--- config.mk ---
export PLATFORM = sky130hd
export DESIGN_NAME = reg_word_serializer
export DESIGN_NICKNAME = d
export VERILOG_FILES = /design/src/rtl/reg_word_serializer_pkg.sv /design/src/rtl/reg_word_serializer_ser_tick_gen.sv /design/src/rtl/reg_word_serializer.sv
export SDC_FILE = /design/constraint.sdc
export NUM_CORES = 1
export LEC_CHECK = 0
export ABC_AREA = 1
export BUFFER_PORTS_ARGS = -buffer_cell sky130_fd_sc_hd__buf_2
export CORE_MARGIN = 2
export CORE_UTILIZATION = 45
export CTS_CLUSTER_DIAMETER = 60
export DETAILED_ROUTE_END_ITERATION = 12
export PLACE_DENSITY_LB_ADDON = 0.15
export SYNTH_ARGS = -nofsm -noshare
export SYNTH_HDL_FRONTEND = slang
export SYNTH_SLANG_ARGS = --single-unit
--- constraint.sdc ---
create_clock -name CK -period 2.5 [get_ports CK]
set_input_delay 0.25 -clock CK [delete_from_list [all_inputs] [get_ports CK]]
set_output_delay 0.25 -clock CK [all_outputs]
set_load 0.02 [all_outputs]
--- src/rtl/reg_word_serializer_pkg.sv ---
// ---------------------------------------------------------------------------
// reg_word_serializer_pkg
// Definitions shared by both ends of the register-word serial link.
// The receive end imports the same state encoding and line idle level, so
// both sides agree on what the line looks like between frames.
//   tx_state_t     : frame sequencer states (IDLE, START, DATA, PARITY, STOP)
//   TX_IDLE_LEVEL  : level of the serial line when no frame is in flight
// ---------------------------------------------------------------------------
package reg_word_serializer_pkg;

  typedef enum logic [2:0] {
    IDLE,
    START,
    DATA,
    PARITY,
    STOP
  } tx_state_t;

  localparam logic TX_IDLE_LEVEL = 1'b1;

endpackage

--- src/rtl/reg_word_serializer_ser_tick_gen.sv ---
// ---------------------------------------------------------------------------
// ser_tick_gen
// Bit-period divider for the serializer. It counts 0..DIV-1 and wraps. It
// flags the last clock cycle of every serial bit so the sequencer knows when
// to move on to the next bit.
// Ports:
//   CK      : clock, rising edge
//   RD      : synchronous active-high reset
//   clear   : holds the counter at 0, so a new frame starts on a bit boundary
//   bit_end : high in the last cycle of the current bit period
// ---------------------------------------------------------------------------
module ser_tick_gen #(
  parameter int DIV = 4
) (
  input  logic CK,
  input  logic RD,
  input  logic clear,
  output logic bit_end
);

  // Use at least one bit, so that DIV=1 still gives a legal (constant-zero)
  // counter.
  localparam int CW = (DIV > 1) ? $clog2(DIV) : 1;
  localparam logic [CW-1:0] LAST = CW'(DIV - 1);

  logic [CW-1:0] div_cnt;

  always_ff @(posedge CK) begin
    if (RD || clear) begin
      div_cnt <= '0;
    end else if (div_cnt == LAST) begin
      div_cnt <= '0;
    end else begin
      div_cnt <= div_cnt + 1'b1;
    end
  end

  assign bit_end = (div_cnt == LAST);

endmodule

--- src/rtl/reg_word_serializer.sv ---
// ---------------------------------------------------------------------------
// reg_word_serializer
// Takes a register word through a valid/ready handshake and sends it on one
// serial line. The frame is a start bit, WIDTH data bits LSB-first, an
// optional even-parity bit, and a stop bit. Each bit lasts DIV clock cycles.
// Ports:
//   CK     : clock, rising edge
//   RD     : synchronous active-high reset
//   D      : word to send, sampled only on accept
//   LOAD_V : D is valid
//   LOAD_R : ready to accept a word (IDLE and not in reset)
//   TXD    : registered serial output, idle high
//   BUSY   : a frame is in progress
//   DONE   : one-cycle pulse in the first IDLE cycle after a frame
// ---------------------------------------------------------------------------
module reg_word_serializer
  import reg_word_serializer_pkg::*;
#(
  parameter int WIDTH     = 32,
  parameter int DIV       = 4,
  parameter int PARITY_EN = 1
) (
  input  logic             CK,
  input  logic             RD,
  input  logic [WIDTH-1:0] D,
  input  logic             LOAD_V,
  output logic             LOAD_R,
  output logic             TXD,
  output logic             BUSY,
  output logic             DONE
);

  // One extra index bit, so the counter range 0..WIDTH-1 never wraps early.
  localparam int IW = $clog2(WIDTH + 1);
  localparam logic [IW-1:0] LAST_BIT = IW'(WIDTH - 1);

  tx_state_t        state, state_n;
  logic [WIDTH-1:0] shift_reg, shift_n;
  logic [IW-1:0]    bit_idx, bit_idx_n;
  logic             parity, parity_n;
  logic             txd_r, txd_n;
  logic             done_r, done_n;
  logic             accept;
  logic             bit_end;
  logic             tick_clear;

  assign LOAD_R     = (state == IDLE) && !RD;
  assign accept     = LOAD_V && LOAD_R;
  assign tick_clear = (state == IDLE);
  assign BUSY       = (state != IDLE);
  assign TXD        = txd_r;
  assign DONE       = done_r;

  ser_tick_gen #(.DIV(DIV)) u_tick (
    .CK      (CK),
    .RD      (RD),
    .clear   (tick_clear),
    .bit_end (bit_end)
  );

  // TXD is a register. So each transition loads the line level that belongs
  // to the state being entered, not the level of the state being left.
  always_comb begin
    state_n   = state;
    shift_n   = shift_reg;
    bit_idx_n = bit_idx;
    parity_n  = parity;
    txd_n     = txd_r;
    done_n    = 1'b0;
    case (state)
      IDLE: begin
        txd_n = TX_IDLE_LEVEL;
        if (accept) begin
          shift_n   = D;
          parity_n  = ^D;
          bit_idx_n = '0;
          state_n   = START;
          txd_n     = 1'b0;
        end
      end
      START: begin
        if (bit_end) begin
          state_n = DATA;
          txd_n   = shift_reg[0];
        end
      end
      DATA: begin
        if (bit_end) begin
          shift_n = shift_reg >> 1;
          if (bit_idx == LAST_BIT) begin
            bit_idx_n = '0;
            if (PARITY_EN != 0) begin
              state_n = PARITY;
              txd_n   = parity;
            end else begin
              state_n = STOP;
              txd_n   = TX_IDLE_LEVEL;
            end
          end else begin
            bit_idx_n = bit_idx + 1'b1;
            txd_n     = shift_n[0];
          end
        end
      end
      PARITY: begin
        if (bit_end) begin
          state_n = STOP;
          txd_n   = TX_IDLE_LEVEL;
        end
      end
      STOP: begin
        if (bit_end) begin
          state_n = IDLE;
          txd_n   = TX_IDLE_LEVEL;
          done_n  = 1'b1;
        end
      end
      default: begin
        state_n = IDLE;
        txd_n   = TX_IDLE_LEVEL;
      end
    endcase
  end

  always_ff @(posedge CK) begin
    if (RD) begin
      state <= IDLE;
    end else begin
      state <= state_n;
    end
  end

  // A reset aborts any frame in flight and discards the captured word.
  always_ff @(posedge CK) begin
    if (RD) begin
      shift_reg <= '0;
      bit_idx   <= '0;
      parity    <= 1'b0;
      txd_r     <= TX_IDLE_LEVEL;
      done_r    <= 1'b0;
    end else begin
      shift_reg <= shift_n;
      bit_idx   <= bit_idx_n;
      parity    <= parity_n;
      txd_r     <= txd_n;
      done_r    <= done_n;
    end
  end

endmodule
[After elaboration in Yosys (flattened, before gate mapping)]
Cells that the tools add are included.
Operators by class
  $add $sub $neg: 2
  equality and inequality tests: 13
  mux-type cells: 21
  bitwise gates (word level): 1
  reductions and logical operators: 15
Operators by type and width (count)
  2-to-1 mux 32 bit: 2
  one-hot mux 32 bit (2 select lines): 1
  parity 32 bit: 1
  2-to-1 mux 3 bit: 6
  2-to-1 mux 6 bit: 3
  one-hot mux 3 bit (5 select lines): 1
  inequality test 2 bit (second input constant): 6
  one-hot mux 6 bit (2 select lines): 1
  adder 6 x 1 -> 6 bit (second input constant): 1
  equality test 3 x 2 -> 1 bit (second input constant): 2
  equality test 6 x 5 -> 1 bit (second input constant): 1
  2-to-1 mux 1 bit: 6
  AND reduction 3 bit: 2
  AND reduction 6 bit: 1
  OR reduction 2 bit: 3
  one-hot mux 1 bit (4 select lines): 1
  equality test 3 x 1 -> 1 bit (second input constant): 1
  equality test 3 bit (second input constant): 1
  zero test 3 bit: 1
  nonzero test 3 bit: 1
  adder 2 x 1 -> 2 bit (second input constant): 1
  equality test 2 bit (second input constant): 1
  logical AND 1 bit: 2
  inequality test 2 x 1 -> 1 bit (second input constant): 1
  5 further kinds: 5
Storage, ports and cells
  register bits after elaboration: 46
  bits of input ports: 35
  output and inout bits: 4
  logic and storage cells: 59

[Depth between registers and ports, before layout]
  depth in word-level cells: 5
  gate-level depth with buffers: 14

[Cells and area by module]
A second synthesis with hierarchy kept.
Second synthesis, totals
  cells, all modules: 427
  area, all modules: 2701.3 um2
By module, submodules not included
  reg_word_serializer: times used 1, cells an instance 418, area each 2626.3 um2, sequential area each 880.8 um2
  ser_tick_gen: times used 1, cells an instance 9, area each 75.1 um2, sequential area each 40.0 um2

[Worst setup path after synthesis]
OpenSTA, ideal clock, no wires.
  path type: flip-flop to flip-flop
  start: register state[2]
  end: register shift_reg[0]
  library setup time: 125 ps
  data arrival time: 1576 ps
  slack: 799 ps
  cell stages (with the launch flop): 9
  buffers on the path: 2
  period minus slack after synthesis: 1701 ps
  path through: dfxtp_1 nor2_4 nand2_1 nor2_2 nand2_2 o21ai_4 buf_6 buf_2 a31oi_1
Between the ends
  longest elaborated chain between the ends: 5
Ends and longest elaborated chain
  start: declaration: line reg_word_serializer.sv:37  | tx_state_t state, state_n;
  start signal: assignment: line reg_word_serializer.sv:129  | state <= state_n;
  zero test 3 bit: line reg_word_serializer.sv:47  | assign LOAD_R = (state == IDLE) && !RD;
  logical AND 1 bit: line reg_word_serializer.sv:47
  via LOAD_R: line reg_word_serializer.sv:27  | output logic LOAD_R,
  logical AND 1 bit: line reg_word_serializer.sv:48  | assign accept = LOAD_V && LOAD_R;
  inequality test 2 bit (no line)
  AND reduction 3 bit (no line)
  end signal: assignment: line reg_word_serializer.sv:142  | shift_reg <= shift_n;
  end: declaration: line reg_word_serializer.sv:38  | logic [WIDTH-1:0] shift_reg, shift_n;
The timed path passes the listed nets, and every way through them passes these cells.
A chain may end at the register's enable or synchronous reset.

[Worst setup path after layout]
  start: register state[2]
  end: register shift_reg[21]
Between the ends
  longest elaborated chain between the ends: 5
Ends and longest elaborated chain (line)
  zero test 3 bit: reg_word_serializer.sv:47, reg_word_serializer.sv:70
  logical AND 1 bit: reg_word_serializer.sv:47
  logical AND 1 bit: reg_word_serializer.sv:48
  inequality test 2 bit (no line)
  AND reduction 3 bit (no line)
Several ways; a longest one is shown, not always the timed one.

==> results.json <==
{
  "outcome": "complete, no violations",
  "finalClockSkew_ns": 0.00773,
  "place.gp.congestion": 0.820,
  "effective_utilization_at_floorplan_pct": 46.2,
  "timing.critical_path.from_type": "register",
  "number_of_hold_violations_in_the_final_report": 0,
  "gr-usage-all-layers_pct": 18.6,
  "die_area_um2": 6680,
  "layout_commonest_cell": "sky130_fd_sc_hd__nand2_1",
  "die_width_um": 81.7,
  "worst_setup_path_end_kind": "register",
  "min_path_type": "input port to register",
  "cts.clk_slew.worst_paths_ns": 0.09,
  "reg2regPathDepth": 8,
  "antenna_violating_nets_post_route": 0,
  "ys_dominant_reg_cell": "sky130_fd_sc_hd__dfxtp_1",
  "drt_pre_antenna_iters": 5,
  "holdBufCountCts": 0,
  "core_um2": 5890,
  "setup-violations-final": 0,
  "clockPowerShare_pct": 23.5,
  "pwr-share-seq_pct": 39.7,
  "final_cell_area_um2": 3070,
  "grt_setup_unrepaired": "no",
  "share_comb_of_total_power_pct": 36.8,
  "arrival_ns": 2.36,
  "detail_route.iter0.violations": 110,
  "n_antenna_cell": 0,
  "grt_max_degree": 50,
  "synth.cell_area_um2": 2720,
  "clock_path_buffers": 2,
  "power_per_cell_area_nw_per_um2": 753,
  "cts_buf_count": 5,
  "synth-edff-count": 0,
  "totalWireLength_um": 5780,
  "critical_path_class": "register to register",
  "internal_pwr_total_mw": 1.42,
  "routed_wl_per_cell_um": 10.3,
  "min_period_ns": 2.14,
  "power.switching_mw": 0.892,
  "total_power_mw": 2.31,
  "largest_register_ffs": 32,
  "synth_fp_nets": 489,
  "crit_required_ns": 2.72,
  "die_height_um": 81.7,
  "fin_nets": 523,
  "postcts_setup_bufs": 0,
  "place_hpwl_um": 4240,
  "cts.root.buffer_cell": "sky130_fd_sc_hd__clkbuf_8",
  "timing.setup.tns_ns": 0,
  "placement.cell_area_um2": 2960,
  "grt_antenna_before_repair": 0,
  "cts.sink_count": 46,
  "h-tree-depth": 2,
  "worst_slack_ns": 0.361,
  "fin_cells": 562,
  "worstMarginPinSlew_ns": 1.01,
  "grt_overflow": 0,
  "synth.ff_latch_count": 46,
  "netSwitchingFraction_pct": 38.6,
  "maxCapViolCount": 0,
  "placementRows": 28,
  "cts.repair.resized": 0,
  "synth.yosys.seq_area_share_pct": 33.9,
  "vias_in_the_first_global_route": 2367,
  "layout.cells.most_common_list": "210 x sky130_fd_sc_hd__nand2_1, 46 x sky130_fd_sc_hd__dfxtp_1, 44 x sky130_fd_sc_hd__inv_1",
  "crit_fanout": 49,
  "yosys_warnings": 0,
  "maxSlewViolCount": 0,
  "vias_per_cell": 4.93,
  "io-pin-count": 39,
  "min_path_cells": 2,
  "p_leak_nw": 1.57,
  "clock_tree_from_tritoncts": "built",
  "place.detailed.instances": 554,
  "global_route_wire_length_before_repair_um": 9870,
  "peak_supply_drop_mv": 0.503,
  "io_buffers": 38,
  "clk-insertion-delay-late_ns": 0.30,
  "fmax_mhz": 468,
  "async_reset_ff_share_pct": 0,
  "place_ws_ns": 0.380,
  "timing.max_slew.rel_slack_pct": 32.2,
  "area_growth_syn_to_layout_pct": 12.8,
  "synth_cells": 452,
  "dr_total_vias": 2771,
  "synthDistinctLibCells": 28,
  "drive_above_1_share_pct": 12.7,
  "synth.avg_cell_area_um2": 6.01,
  "fin_crit_sh_pct": 85.6,
  "drt_drc_violations_left": 0
}
## stage by stage
stage | hold slack, ns | utilization, %
5_1_grt | 0.204 | 52.1
3_5_place_dp | 0.413 | 50.2
6_report | 0.209 | 52.1
3_3_place_gp | 0.407 | 50.2
4_1_cts | 0.198 | 52.1
2_1_floorplan | 0.319 | -
## power groups by stage
stage / clock network, mW / registers (mW) / logic (mW)
finish: 0.543 / 0.916 / 0.850
global route: 0.585 / 0.932 / 0.979
CTS: 0.557 / 0.916 / 0.855
detailed placement: 0 / 0.931 / 0.850
global placement: 0 / 0.930 / 0.846
floorplan: 0 / 0.925 / 0.650
## synth_stat cells (2+ instances only)
cell,n,area [µm²]
sky130_fd_sc_hd__clkbuf_1,9,33.8
sky130_fd_sc_hd__nand3_1,3,15.0
sky130_fd_sc_hd__inv_1,44,165
sky130_fd_sc_hd__nand4_1,2,12.5
sky130_fd_sc_hd__o21ai_1,5,25.0
sky130_fd_sc_hd__nor2_4,2,22.5
sky130_fd_sc_hd__dfxtp_1,46,921
sky130_fd_sc_hd__buf_2,3,15.0
sky130_fd_sc_hd__nand2_1,210,788
sky130_fd_sc_hd__buf_4,3,22.5
sky130_fd_sc_hd__o21ai_0,35,175
sky130_fd_sc_hd__xnor2_1,5,43.8
sky130_fd_sc_hd__nor2_1,24,90.1
sky130_fd_sc_hd__nand2_2,2,12.5
sky130_fd_sc_hd__a31oi_1,31,194
sky130_fd_sc_hd__ha_1,2,25.0
sky130_fd_sc_hd__nor3_1,6,30.0
sky130_fd_sc_hd__inv_2,4,15.0
sky130_fd_sc_hd__a21oi_1,7,35.0
## kinds of logic after synthesis
logic type                 count (synthesis)  synth area share [%]
AOI/OAI and AO/OA                         79                  16.4
xor gates and xnor gates                   6                  1.93
adders and majority gates                  2                 0.921
buffers and inverters                     65                  9.81
DFF                                       46                  33.9
and+or+nand+nor                          254                  37.1
## per-layer routing
metal / vias up / track usage, % / share of wire [%] / wire length [µm]
met5: - / 0 / 0 / 0
met4: 0 / 5.50 / 1.0 / 58
met3: 5 / 2.64 / 3.7 / 215
met2: 44 / 32.6 / 45 / 2620
met1: 1226 / 23.7 / 50 / 2880
li1: 1496 / - / - / -
## final timing paths
| path | from | slack, ns | to |
|---|---|---|---|
| hold / removal | RD | 0.21 | DONE |
| setup / recovery | state[2] | 0.36 | shift_reg[21] |
| hold reg to reg | u_tick.div_cnt[0] | 0.42 | u_tick.div_cnt[0] |
| setup reg to reg | state[2] | 0.36 | shift_reg[21] |
## cell type report
cell class | instances | area, µm²
fillers | 610 | 2820
multi-input cells | 341 | 1530
flip-flops and latches | 46 | 921
repair buffers | 43 | 228
inverters | 49 | 184
well taps | 75 | 93.8
clock buffers | 5 | 68.8
clock inverters | 3 | 40.0
## critical path, cell delays in order, from the launching register on
cell	delay, ns
sky130_fd_sc_hd__dfxtp_1	0.36
sky130_fd_sc_hd__nor2_4	0.14
sky130_fd_sc_hd__inv_2	0.05
sky130_fd_sc_hd__nor2_4	0.09
sky130_fd_sc_hd__inv_2	0.06
sky130_fd_sc_hd__o21ai_4	0.77
sky130_fd_sc_hd__buf_4	0.31
sky130_fd_sc_hd__o21ai_0	0.09
sky130_fd_sc_hd__a31oi_1	0.19
Power figures use the tool's default switching activity.
